<file path="config.mk">
export PLATFORM = sky130hd
export DESIGN_NAME = lod_xy_inv_interp
export DESIGN_NICKNAME = d
export VERILOG_FILES = /design/src/rtl/lod_pkg.sv /design/src/rtl/lod_seq_div.sv /design/src/rtl/lod_xy_inv_interp.sv
export SDC_FILE = /design/constraint.sdc
export NUM_CORES = 1
export LEC_CHECK = 0
export ABC_AREA = 1
export BUFFER_PORTS_ARGS = -buffer_cell sky130_fd_sc_hd__buf_2
export CAP_MARGIN = 20
export CORE_MARGIN = 2
export CORE_UTILIZATION = 55
export CTS_CLUSTER_SIZE = 24
export DETAILED_ROUTE_END_ITERATION = 8
export PLACE_DENSITY = 0.73
export SYNTH_ARGS = -nofsm -noshare
export SYNTH_HDL_FRONTEND = slang
export SYNTH_HIERARCHICAL = 1
export SYNTH_SLANG_ARGS = --single-unit
</file>
<file path="constraint.sdc">
create_clock -name CLK -period 16.02 [get_ports CLK]
set_input_delay 1.602 -clock CLK [delete_from_list [all_inputs] [get_ports CLK]]
set_output_delay 1.602 -clock CLK [all_outputs]
set_load 0.02 [all_outputs]
</file>
<file path="src/rtl/lod_pkg.sv">
// Shared types and widths for the LOD interpolator datapath.
package lod_pkg;

    // Inverse-interpolator sequencing states.
    typedef enum logic [1:0] {
        ST_IDLE  = 2'd0,
        ST_MULT  = 2'd1,
        ST_DIV   = 2'd2,
        ST_CLAMP = 2'd3
    } lod_state_e;

    // Operand widths: value u0.10, segment edge u0.8, length u10.0.
    localparam int VAL_W  = 10;
    localparam int EDGE_W = 8;
    localparam int LEN_W  = 10;
    // Quotient / dividend width (10-bit magnitude times 10-bit length).
    localparam int QUO_W  = 20;

endpackage

</file>
<file path="src/rtl/lod_seq_div.sv">
// Restoring divider, one quotient bit per step, MSB first.
// The dividend register shifts out dividend bits and shifts in quotient bits.
module lod_seq_div
    import lod_pkg::*;
#(
    parameter int QW = QUO_W,
    parameter int DW = 10
) (
    input  logic          clk_i,
    input  logic          rst_i,
    input  logic          load_i,
    input  logic          step_i,
    input  logic [QW-1:0] dividend_i,
    input  logic [DW-1:0] divisor_i,
    output logic [QW-1:0] quot_o,
    output logic          last_o
);
    localparam int CW = $clog2(QW);

    logic [CW-1:0] cnt_q, cnt_d;
    logic [QW-1:0] quot_q, quot_d;
    logic [DW-1:0] rem_q, rem_d;
    logic [DW-1:0] div_q;
    logic [DW:0]   trial_d;

    // Trial subtraction for the next quotient bit; the remainder stays below the divisor.
    always_comb begin
        trial_d = {rem_q, quot_q[QW-1]};
        if (trial_d >= {1'b0, div_q}) begin
            rem_d  = DW'(trial_d - {1'b0, div_q});
            quot_d = {quot_q[QW-2:0], 1'b1};
        end else begin
            rem_d  = trial_d[DW-1:0];
            quot_d = {quot_q[QW-2:0], 1'b0};
        end
        cnt_d = cnt_q + CW'(1);
    end

    // Iteration counter: cleared on load, advanced on every step.
    always_ff @(posedge clk_i) begin
        if (rst_i) begin
            cnt_q <= '0;
        end else if (load_i) begin
            cnt_q <= '0;
        end else if (step_i) begin
            cnt_q <= cnt_d;
        end
    end

    // Dividend/quotient, partial remainder and divisor registers.
    always_ff @(posedge clk_i) begin
        if (load_i) begin
            quot_q <= dividend_i;
            rem_q  <= '0;
            div_q  <= divisor_i;
        end else if (step_i) begin
            quot_q <= quot_d;
            rem_q  <= rem_d;
        end
    end

    assign quot_o = quot_q;
    assign last_o = (cnt_q == CW'(QW - 1));

endmodule

</file>
<file path="src/rtl/lod_xy_inv_interp.sv">
// Inverse LOD interpolation: x = floor((V - 4L) * N / (4(R - L))), clamped to [0, N].
// Fixed 23-cycle START-to-DONE latency with a sequential divider.
module lod_xy_inv_interp
    import lod_pkg::*;
#(
    parameter int QW = QUO_W,
    parameter int OW = LEN_W
) (
    input  logic              CLK,
    input  logic              RST,
    input  logic              START,
    input  logic [VAL_W-1:0]  VAL_IN,
    input  logic [EDGE_W-1:0] LEFT_VALUE,
    input  logic [EDGE_W-1:0] RIGHT_VALUE,
    input  logic [LEN_W-1:0]  NODE_LEN,
    output logic              BUSY,
    output logic              DONE,
    output logic [OW-1:0]     CURRENT_OUT,
    output logic              DIV0
);
    lod_state_e        state_q;
    logic              busy_q, done_q, div0_out_q;
    logic [OW-1:0]     out_q;
    logic              neg_q, zden_q;
    logic [VAL_W-1:0]  val_q;
    logic [EDGE_W-1:0] left_q, right_q;
    logic [LEN_W-1:0]  len_q;

    logic signed [VAL_W+1:0] num_raw_d, num_n_d;
    logic signed [VAL_W-1:0] den_raw_d, den_n_d;
    logic [VAL_W+1:0]        mag_d;
    logic [QW-1:0]           prod_d;
    logic [9:0]              den4_d;
    logic                    neg_d, zden_d;
    logic [QW-1:0]           quot;
    logic                    div_last;
    logic                    accept;

    // Priority clamp: zero slope, then negative distance, then past the segment end.
    function automatic logic [OW-1:0] clamp_result(input logic zden, input logic neg,
                                                   input logic [QW-1:0] q,
                                                   input logic [OW-1:0] len);
        if (zden || neg) begin
            return '0;
        end else if (q > QW'(len)) begin
            return len;
        end else begin
            return q[OW-1:0];
        end
    endfunction

    assign accept = (state_q == ST_IDLE) && START;

    // Sign normalisation so the divisor is non-negative, then |NUM| * NODE_LEN.
    always_comb begin
        num_raw_d = $signed({2'b00, val_q}) - $signed({2'b00, left_q, 2'b00});
        den_raw_d = $signed({2'b00, right_q}) - $signed({2'b00, left_q});
        num_n_d   = den_raw_d[VAL_W-1] ? -num_raw_d : num_raw_d;
        den_n_d   = den_raw_d[VAL_W-1] ? -den_raw_d : den_raw_d;
        neg_d     = num_n_d[VAL_W+1];
        mag_d     = neg_d ? (VAL_W+2)'(-num_n_d) : (VAL_W+2)'(num_n_d);
        prod_d    = QW'(mag_d) * QW'(len_q);
        den4_d    = {den_n_d[7:0], 2'b00};
        zden_d    = (den_n_d == '0);
    end

    // Operand capture at request acceptance; later input changes are ignored.
    always_ff @(posedge CLK) begin
        if (!RST && accept) begin
            val_q   <= VAL_IN;
            left_q  <= LEFT_VALUE;
            right_q <= RIGHT_VALUE;
            len_q   <= NODE_LEN;
        end
    end

    // Request sequencing and registered handshake / result outputs.
    always_ff @(posedge CLK) begin
        if (RST) begin
            state_q    <= ST_IDLE;
            busy_q     <= 1'b0;
            done_q     <= 1'b0;
            out_q      <= '0;
            div0_out_q <= 1'b0;
        end else begin
            done_q <= 1'b0;
            case (state_q)
                ST_IDLE: begin
                    if (START) begin
                        state_q <= ST_MULT;
                        busy_q  <= 1'b1;
                    end
                end
                ST_MULT: begin
                    neg_q   <= neg_d;
                    zden_q  <= zden_d;
                    state_q <= ST_DIV;
                end
                ST_DIV: begin
                    if (div_last) begin
                        state_q <= ST_CLAMP;
                    end
                end
                ST_CLAMP: begin
                    out_q      <= clamp_result(zden_q, neg_q, quot, OW'(len_q));
                    div0_out_q <= zden_q;
                    done_q     <= 1'b1;
                    busy_q     <= 1'b0;
                    state_q    <= ST_IDLE;
                end
                default: state_q <= ST_IDLE;
            endcase
        end
    end

    lod_seq_div #(
        .QW(QW),
        .DW(10)
    ) u_div (
        .clk_i      (CLK),
        .rst_i      (RST),
        .load_i     (state_q == ST_MULT),
        .step_i     (state_q == ST_DIV),
        .dividend_i (prod_d),
        .divisor_i  (den4_d),
        .quot_o     (quot),
        .last_o     (div_last)
    );

    assign BUSY        = busy_q;
    assign DONE        = done_q;
    assign CURRENT_OUT = out_q;
    assign DIV0        = div0_out_q;

endmodule
</file>
==> results of run 1 <==
layer usage:
metal  vias to the layer above  wire length (um)
met4                         0               377
met5                         -                 0
met3                        30              1260
met2                       222              9300
met1                      3533              9170
li1                       3872                 -
final cells by class:
type | count | area [um^2]
tap | 225 | 282
clock buffer | 10 | 229
inverter | 231 | 867
sequential | 98 | 2640
timing repair buffer | 53 | 270
clock inverter | 6 | 47.5
fill | 1512 | 6820
multi-input combinational | 864 | 6080
state kept, by name, summed over array words and instances (netlist names):
| name | count |
|---|---|
| BUSY | 1 |
| CURRENT_OUT | 10 |
| DIV0 | 1 |
| DONE | 1 |
| left_q | 8 |
| len_q | 10 |
| neg_q | 1 |
| right_q | 8 |
| state_q | 2 |
| u_div/cnt_q | 5 |
| u_div/div_q | 10 |
| u_div/quot_o | 20 |
| u_div/rem_q | 10 |
| val_q | 10 |
| zden_q | 1 |
logic make-up (layout without fill, tap and decap cells):
group	count (synthesis)	in the layout	synth area share, %
simple gates	543	543	23.8
buf+inv	249	300	10.0
fa+ha+maj	171	171	28.3
compound gates	99	99	6.38
flops	98	98	27.4
xor+xnor	41	41	4.11
other cells	2	10	0.0778
synth_stat cells (all sizes together):
library cell,count,area share (%)
nand3,56,3.0
ha,92,12
nand4,10,0.65
o21bai,4,0.31
o2111ai,1,0.091
clkbuf,10,0.39
dfxtp,30,6.2
o311ai,2,0.18
a211oi,2,0.16
edfxtp,68,21
o22ai,1,0.065
nor3b,2,0.16
fa,79,16
inv,227,8.8
clkinv,4,0.16
o21a,1,0.078
o21ai,21,1.2
nor4,3,0.19
xor2,33,3.3
o211ai,11,0.86
xnor2,8,0.80
nand3b,11,0.86
nand2,342,14
nor3,15,0.88
o31ai,1,0.22
a21oi,49,2.6
a31oi,4,0.41
a221oi,2,0.18
nor2,100,4.1
or2,3,0.19
conb,2,0.078
and2,1,0.091
buf,8,0.65
worst max-delay path, delay by kind of cell (launching register included):
| kind | cells | cell delay (ns) |
|---|---|---|
| AO/OA/AOI/OAI | 2 | 0.29 |
| XOR/XNOR | 2 | 0.46 |
| adder cells (fa/ha/maj) | 8 | 3.45 |
| buffers and inverters | 8 | 0.80 |
| flip-flops | 1 | 0.36 |
| AND/OR/NAND/NOR | 20 | 2.09 |
through the flow:
step | hold WS, ns | std cells | setup slack [ns] | cell area [um^2]
finish | 0.458 | 1487 | 8.30 | 10400
global route | 0.473 | 1487 | 7.60 | 10400
CTS | 0.459 | 1487 | 8.31 | 10400
detailed placement | 0.450 | 1471 | 8.34 | 10100
global placement | 0.449 | 1471 | 8.56 | 10100
floorplan | 0.444 | 1211 | 9.18 | 9690
worst paths after layout:
check                endpoint  slack [ns]  cells after the start
max          u_div/quot_o[17]        8.30                     40
min                      DIV0        0.46                      2
max reg2reg  u_div/quot_o[17]        8.30                     40
min reg2reg              DIV0        0.46                      2
==> flow_summary.json, run 1 <==
{
  "status": "finished clean",
  "min_period_ns": 7.72,
  "cp-start-kind": "flop",
  "skew_ns": 0.0103,
  "antenna_found_initial": 0,
  "use_met1_pct": 31.0,
  "clk_pin_slew_ns": 0.07,
  "drtIter0Drc": 560,
  "arrival_ns": 7.83,
  "n_antenna_cell": 0,
  "syn_area_per_cell_um2": 8.03,
  "root_buffer": "clkbuf_16",
  "cpMostUsedCell": "nand2_1",
  "dieArea_um2": 18600,
  "gp_congestion": 0.934,
  "slew_viol_final": 0,
  "most-common-layout-cells": "nand2_1, inv_1, nor2_1, ha_1, fa_1",
  "postRouteWirelength_mm": 20.1,
  "hp-start": "DIV0",
  "syn_area_um2": 9660,
  "finalHoldViolations": 0,
  "vias": 7657,
  "io_pins": 52,
  "area_growth_pct": 7.90,
  "die_h_um": 136,
  "slowest_stage": "fa_1",
  "clock_tree.buffer_depth": 2,
  "die_w_um": 136,
  "synth_seq_cells": 98,
  "grt_max_degree": 37,
  "rr_startpoint": "right_q[0]",
  "drcViolationCount": 0,
  "cp.required_ns": 16.14,
  "row_count": 48,
  "period_share_pct": 48.2,
  "critPathKind": "flop to flop",
  "rsz0062_at_grt": "no",
  "grt_pass1_vias": 7498,
  "drive_above_1_share_pct": 9.19,
  "insertion_delay_ns": 0.36,
  "top_usage_layer": "met2",
  "syn_inst": 1203,
  "ys_seq_area_share_pct": 27.4,
  "initial_utilization_pct": 56.0,
  "htree_levels": 3,
  "io_buffers": 51,
  "fmax_mhz": 130,
  "routedWlPerCell_um": 13.5,
  "max_slew_margin_pct": 33.0,
  "path_max_fanout": 14,
  "dp_hpwl_mm": 16.3,
  "yosys_warnings": 6,
  "grt_use_met3_pct": 3.67,
  "tightest_slew_ns": 0.998,
  "ant_nets": 0,
  "cts_buffers": 9,
  "dr.pass1.iters": 6,
  "final_util_pct": 60.4,
  "cts_setup_buffers": 0,
  "use_met2_pct": 39.3,
  "cp-startpoint": "right_q[0]",
  "hold_class": "flop to flop",
  "fin_nets": 1467,
  "overflow": 0,
  "synth_cell_types": 48,
  "fp.coreArea_um2": 17200,
  "grt_pass1_wl_mm": 34.0,
  "clock-sinks": 98,
  "cap_violations": 0,
  "grt_usage_pct": 23.3,
  "cts_tree": "done",
  "ctsHoldBuffers": 0,
  "fin_tns_setup_ns": 0,
  "cts_resized": 0,
  "finalSetupViolations": 0,
  "vias_per_cell": 5.15,
  "end_kind": "flop",
  "critPathMaxStageDelay_ns": 0.54,
  "layout_commonest_cell": "nand2_1"
}
Power of run 1 is not shown: default switching activity piles up to over one toggle a cycle in this logic, so the estimate is an artifact.
==> inputs of run 2 (changes only) <==
Clock period 16.02 ns to 7.2 ns, I/O delays scaled along.
==> flow_summary.json, run 2 (synthesis results as in run 1) <==
{
  "status": "finished clean",
  "grt_pass1_wl_mm": 33.6,
  "dp_hpwl_mm": 16.2,
  "hold_class": "flop to flop",
  "critPathMaxStageDelay_ns": 0.55,
  "max_slew_margin_pct": 36.2,
  "rr_startpoint": "right_q[0]",
  "io_pins": 52,
  "fin_nets": 1509,
  "critPathTopFamily": "adder cells",
  "min_period_ns": 7.04,
  "dr.pass1.iters": 5,
  "slew_viol_final": 0,
  "finalHoldViolations": 0,
  "vias_per_cell": 5.17,
  "period_share_pct": 97.8,
  "die_w_um": 136,
  "postRouteWirelength_mm": 20.7,
  "skew_ns": 0.0100,
  "crit_buf_inv": 6,
  "cts_buffers": 9,
  "cp-startpoint": "right_q[0]",
  "htree_levels": 3,
  "fmax_mhz": 142,
  "rsz0062_at_grt": "yes",
  "fp.coreArea_um2": 17200,
  "critPathKind": "flop to flop",
  "clock_tree.buffer_depth": 2,
  "drive_above_1_share_pct": 16.3,
  "hp-start": "CURRENT_OUT[4]",
  "cap_violations": 0,
  "clk_pin_slew_ns": 0.07,
  "root_buffer": "clkbuf_16",
  "most-common-layout-cells": "nand2_1, inv_1, nor2_1, ha_1, fa_1",
  "gp_congestion": 0.918,
  "die_h_um": 136,
  "grt_pass1_vias": 7415,
  "timing.hold.ws_ns": 0.459,
  "design_area_um2": 11100,
  "area_growth_pct": 15.2,
  "tightest_slew_ns": 0.956,
  "cts_tree": "done",
  "cp-start-kind": "flop",
  "place_area_um2": 10300,
  "row_count": 48,
  "initial_utilization_pct": 56.0,
  "layout_commonest_cell": "nand2_1",
  "dieArea_um2": 18600,
  "clock-sinks": 98,
  "antenna_found_initial": 0,
  "path_max_fanout": 7,
  "insertion_delay_ns": 0.36,
  "routedWlPerCell_um": 13.6,
  "largest_reg_flops": 20,
  "grt_max_degree": 37,
  "vias": 7911,
  "end_kind": "flop",
  "n_antenna_cell": 0,
  "io_buffers": 51,
  "arrival_ns": 7.16,
  "cp.required_ns": 7.31,
  "finalSetupViolations": 0,
  "ant_nets": 0,
  "overflow": 0,
  "drtIter0Drc": 449,
  "ctsHoldBuffers": 0,
  "grt_usage_pct": 22.9,
  "slowest_stage": "fa_1",
  "fin_tns_setup_ns": 0,
  "drcViolationCount": 0
}
run 2: repair_timing:
| item | 4_1_cts | 5_1_grt |
|---|---|---|
| buffers inserted | 1 | 24 |
| gates resized for setup | 4 | 76 |
| pin swaps | 2 | 35 |
| cloned | 0 | 1 |
| hold endpoints to repair | 0 | 0 |
| endpoints found under the setup margin | 4 | 9 |
run 2: final timing paths:
| path | end | slack, ns | cells after the start |
|---|---|---|---|
| setup reg to reg | u_div/quot_o[17] | 0.16 | 37 |
| hold / removal | CURRENT_OUT[4] | 0.46 | 2 |
| setup / recovery | u_div/quot_o[17] | 0.16 | 37 |
| hold reg to reg | CURRENT_OUT[4] | 0.46 | 2 |
run 2: area by class of cell:
| type | count | area (um^2) |
|---|---|---|
| Sequential cell | 98 | 2640 |
| Timing Repair Buffer | 94 | 611 |
| Clock buffer | 12 | 269 |
| Tap cell | 225 | 282 |
| Inverter | 231 | 870 |
| Multi-Input combinational cell | 865 | 6420 |
| Clock inverter | 4 | 31.3 |
| Fill cell | 1433 | 6110 |
run 2: routing by layer:
layer / vias to the layer above / global-route usage [%] / routed length [um]
li1: 3969 / - / -
met1: 3684 / 30.4 / 9250
met2: 227 / 38.1 / 9870
met3: 31 / 4.85 / 1310
met4: 0 / 6.08 / 289
met5: - / 0 / 0
run 2: per-stage QoR:
stage | instances | util (%) | setup WS (ns)
global route | 1529 | 64.5 | -0.232
floorplan | 1211 | - | 0.365
finish | 1529 | 64.5 | 0.157
detailed placement | 1487 | 59.5 | -0.132
global placement | 1487 | 59.5 | 0.0999
CTS | 1504 | 61.5 | 0.0265
run 2: worst register-to-register path, delay by kind of cell (launching register included):
kind            cells  cell delay [ns]
xor+xnor            2             0.27
compound gates      1             0.21
simple gates       20             2.09
buf+inv             6             0.41
fa+ha+maj           8             3.47
flops               1             0.36
Power of run 2 is left out for the same reason.
==> inputs of run 3 (changes only) <==
Settings changed: MAX_ROUTING_LAYER from default to met4, SYNTH_HIERARCHICAL 1 to default.
Clock period 7.2 ns to 8 ns, I/O delays scaled along.
==> flow_summary.json, run 3 <==
{
  "synth_top_cell_by_area": "edfxtp_1",
  "fp.coreArea_um2": 16600,
  "vias_per_cell": 5.31,
  "cp-start-kind": "flop",
  "rr_endpoint": "u_div.quot_o[17]",
  "grt_max_degree": 37,
  "insertion_delay_ns": 0.35,
  "min_to": "u_div.cnt_q[4]",
  "dp_hpwl_mm": 15.7,
  "n_antenna_cell": 0,
  "slowest_stage": "fa_1",
  "cts_tree": "done",
  "arrival_ns": 7.46,
  "async_flop_share_pct": 0,
  "syn_inst": 1107,
  "slew_viol_final": 0,
  "die_w_um": 134,
  "clock-sinks": 96,
  "dr.pass1.iters": 5,
  "routedWlPerCell_um": 14.2,
  "reg2reg_depth": 33,
  "vias": 7375,
  "fmax_mhz": 136,
  "synth_area_leaders": "edfxtp_1, fa_1, ha_1, nand2_1, inv_1",
  "finalHoldViolations": 0,
  "reg2reg_slack_ns": 0.63,
  "largest_reg_flops": 20,
  "syn_area_um2": 9300,
  "rsz0062_at_grt": "no",
  "hold_depth": 1,
  "hold_class": "flop to flop",
  "grt_pass1_vias": 7057,
  "clock_tree.buffer_depth": 2,
  "overflow": 0,
  "ant_nets": 0,
  "critPathMaxStageDelay_ns": 0.53,
  "skew_ns": 0.0138,
  "ctsHoldBuffers": 0,
  "timing.hold.ws_ns": 0.455,
  "grt_pass1_wl_mm": 33.4,
  "synth_top_area_share_pct": 21.3,
  "row_count": 47,
  "postRouteWirelength_mm": 19.7,
  "antenna_found_initial": 0,
  "clk_pin_slew_ns": 0.07,
  "ys_seq_area_share_pct": 27.8,
  "grt_usage_pct": 24.0,
  "synth_cell_types": 55,
  "multi_input_area_um2": 5930,
  "fin_tns_setup_ns": 0,
  "htree_levels": 3,
  "most-common-layout-cells": "nand2_1, inv_1, nor2_1, ha_1, fa_1",
  "min_period_ns": 7.37,
  "status": "finished clean",
  "end_kind": "flop",
  "synthTopCellsByCount": "nand2_1, inv_1, nor2_1",
  "layout_commonest_cell": "nand2_1",
  "synth_seq_cells": 96,
  "initial_utilization_pct": 56.1,
  "cpMostUsedCell": "inv_1",
  "yosysMostFrequentCell": "nand2_1",
  "area_growth_pct": 9.60,
  "fillerInstances": 1453,
  "hp-start": "u_div.cnt_q[4]",
  "syn_area_per_cell_um2": 8.40,
  "fin_nets": 1373,
  "critPathKind": "flop to flop",
  "finalSetupViolations": 0,
  "yosys_warnings": 0,
  "period_share_pct": 92.1,
  "cp.required_ns": 8.09,
  "root_buffer": "clkbuf_16",
  "tightest_slew_ns": 0.851,
  "cts_buffers": 9,
  "drtIter0Drc": 460,
  "die_h_um": 134,
  "io_buffers": 51,
  "dieArea_um2": 18000,
  "synth_ff_type": "edfxtp_1",
  "io_pins": 52,
  "drcViolationCount": 0,
  "gp_congestion": 0.940,
  "rr_startpoint": "left_q[0]",
  "seqCellArea_um2": 2580,
  "cap_violations": 0,
  "drive_above_1_share_pct": 12.4,
  "path_max_fanout": 7,
  "max_slew_margin_pct": 43.3,
  "synth-edff-count": 66
}
## run 3: cell count changes after synthesis, sizes merged, moves of 4 or more
cell	previous run	this run
xor2	33	26
a31oi	4	8
nand2	342	238
nor2	100	110
nand3b	11	1
inv	227	194
nor3	15	10
a21oi	49	70
o21ai	21	44
clkbuf	10	14
nand3	56	51
## run 3: critical path: cells and delay by family (launching register included)
| family | cells | cell delay, ns |
|---|---|---|
| buf+inv | 7 | 0.45 |
| fa+ha+maj | 8 | 3.55 |
| flops | 1 | 0.41 |
| xor+xnor | 2 | 0.46 |
| compound gates | 7 | 1.23 |
| simple gates | 9 | 1.00 |
## run 3: routing by layer
metal	vias to the layer above	GRT usage [%]	part of all wire, %
li1	3671	-	-
met1	3483	31.1	45
met2	198	39.7	48
met3	23	4.08	5.3
met4	0	5.73	1.4
met5	-	-	0
## run 3: area by class of cell
class / count / area share, %
tap: 220 / 2.70
sequential: 96 / 25.3
clock inverter: 3 / 0.282
clock buffer: 13 / 2.88
inverter: 196 / 7.27
multi-input combinational: 799 / 58.2
timing repair buffer: 63 / 3.36
## run 3: worst max-delay path by stage
stage | from | to | slack, ns | cells past startpoint
after global routing | left_q[0] | u_div.quot_o[16] | 0.06 | 35
final | left_q[0] | u_div.quot_o[17] | 0.63 | 33
after CTS | right_q[0] | u_div.quot_o[17] | 0.39 | 34
after floorplan | left_q[0] | u_div.quot_o[17] | 1.18 | 35
after global placement | right_q[0] | u_div.quot_o[17] | 0.62 | 34
after detailed placement | right_q[0] | u_div.quot_o[17] | 0.39 | 34
## run 3: logic make-up (layout without fill, tap and decap cells)
family,Yosys count,after routing,share of synthesized area (%)
other cells,2,8,0.0807
fa+ha+maj,169,169,29.2
flops,96,96,27.8
compound gates,154,154,9.82
buf+inv,218,275,9.05
simple gates,431,431,20.0
xor+xnor,37,37,4.13
## run 3: stage by stage
step	instances	utilization, %	cell area (um^2)	setup slack (ns)
after floorplan	1113	-	9320	1.18
after global placement	1367	59.1	9800	0.617
after detailed placement	1367	59.1	9800	0.390
after CTS	1383	61.0	10100	0.386
after global routing	1390	61.5	10200	0.0576
final	1390	61.5	10200	0.633
## run 3: what timing repair did
| action | 4_1_cts | 5_1_grt |
|---|---|---|
| buffers inserted | 0 | 6 |
| setup endpoints to repair | 0 | 4 |
| resized for setup | 0 | 4 |
Power of run 3 is left out for the same reason.
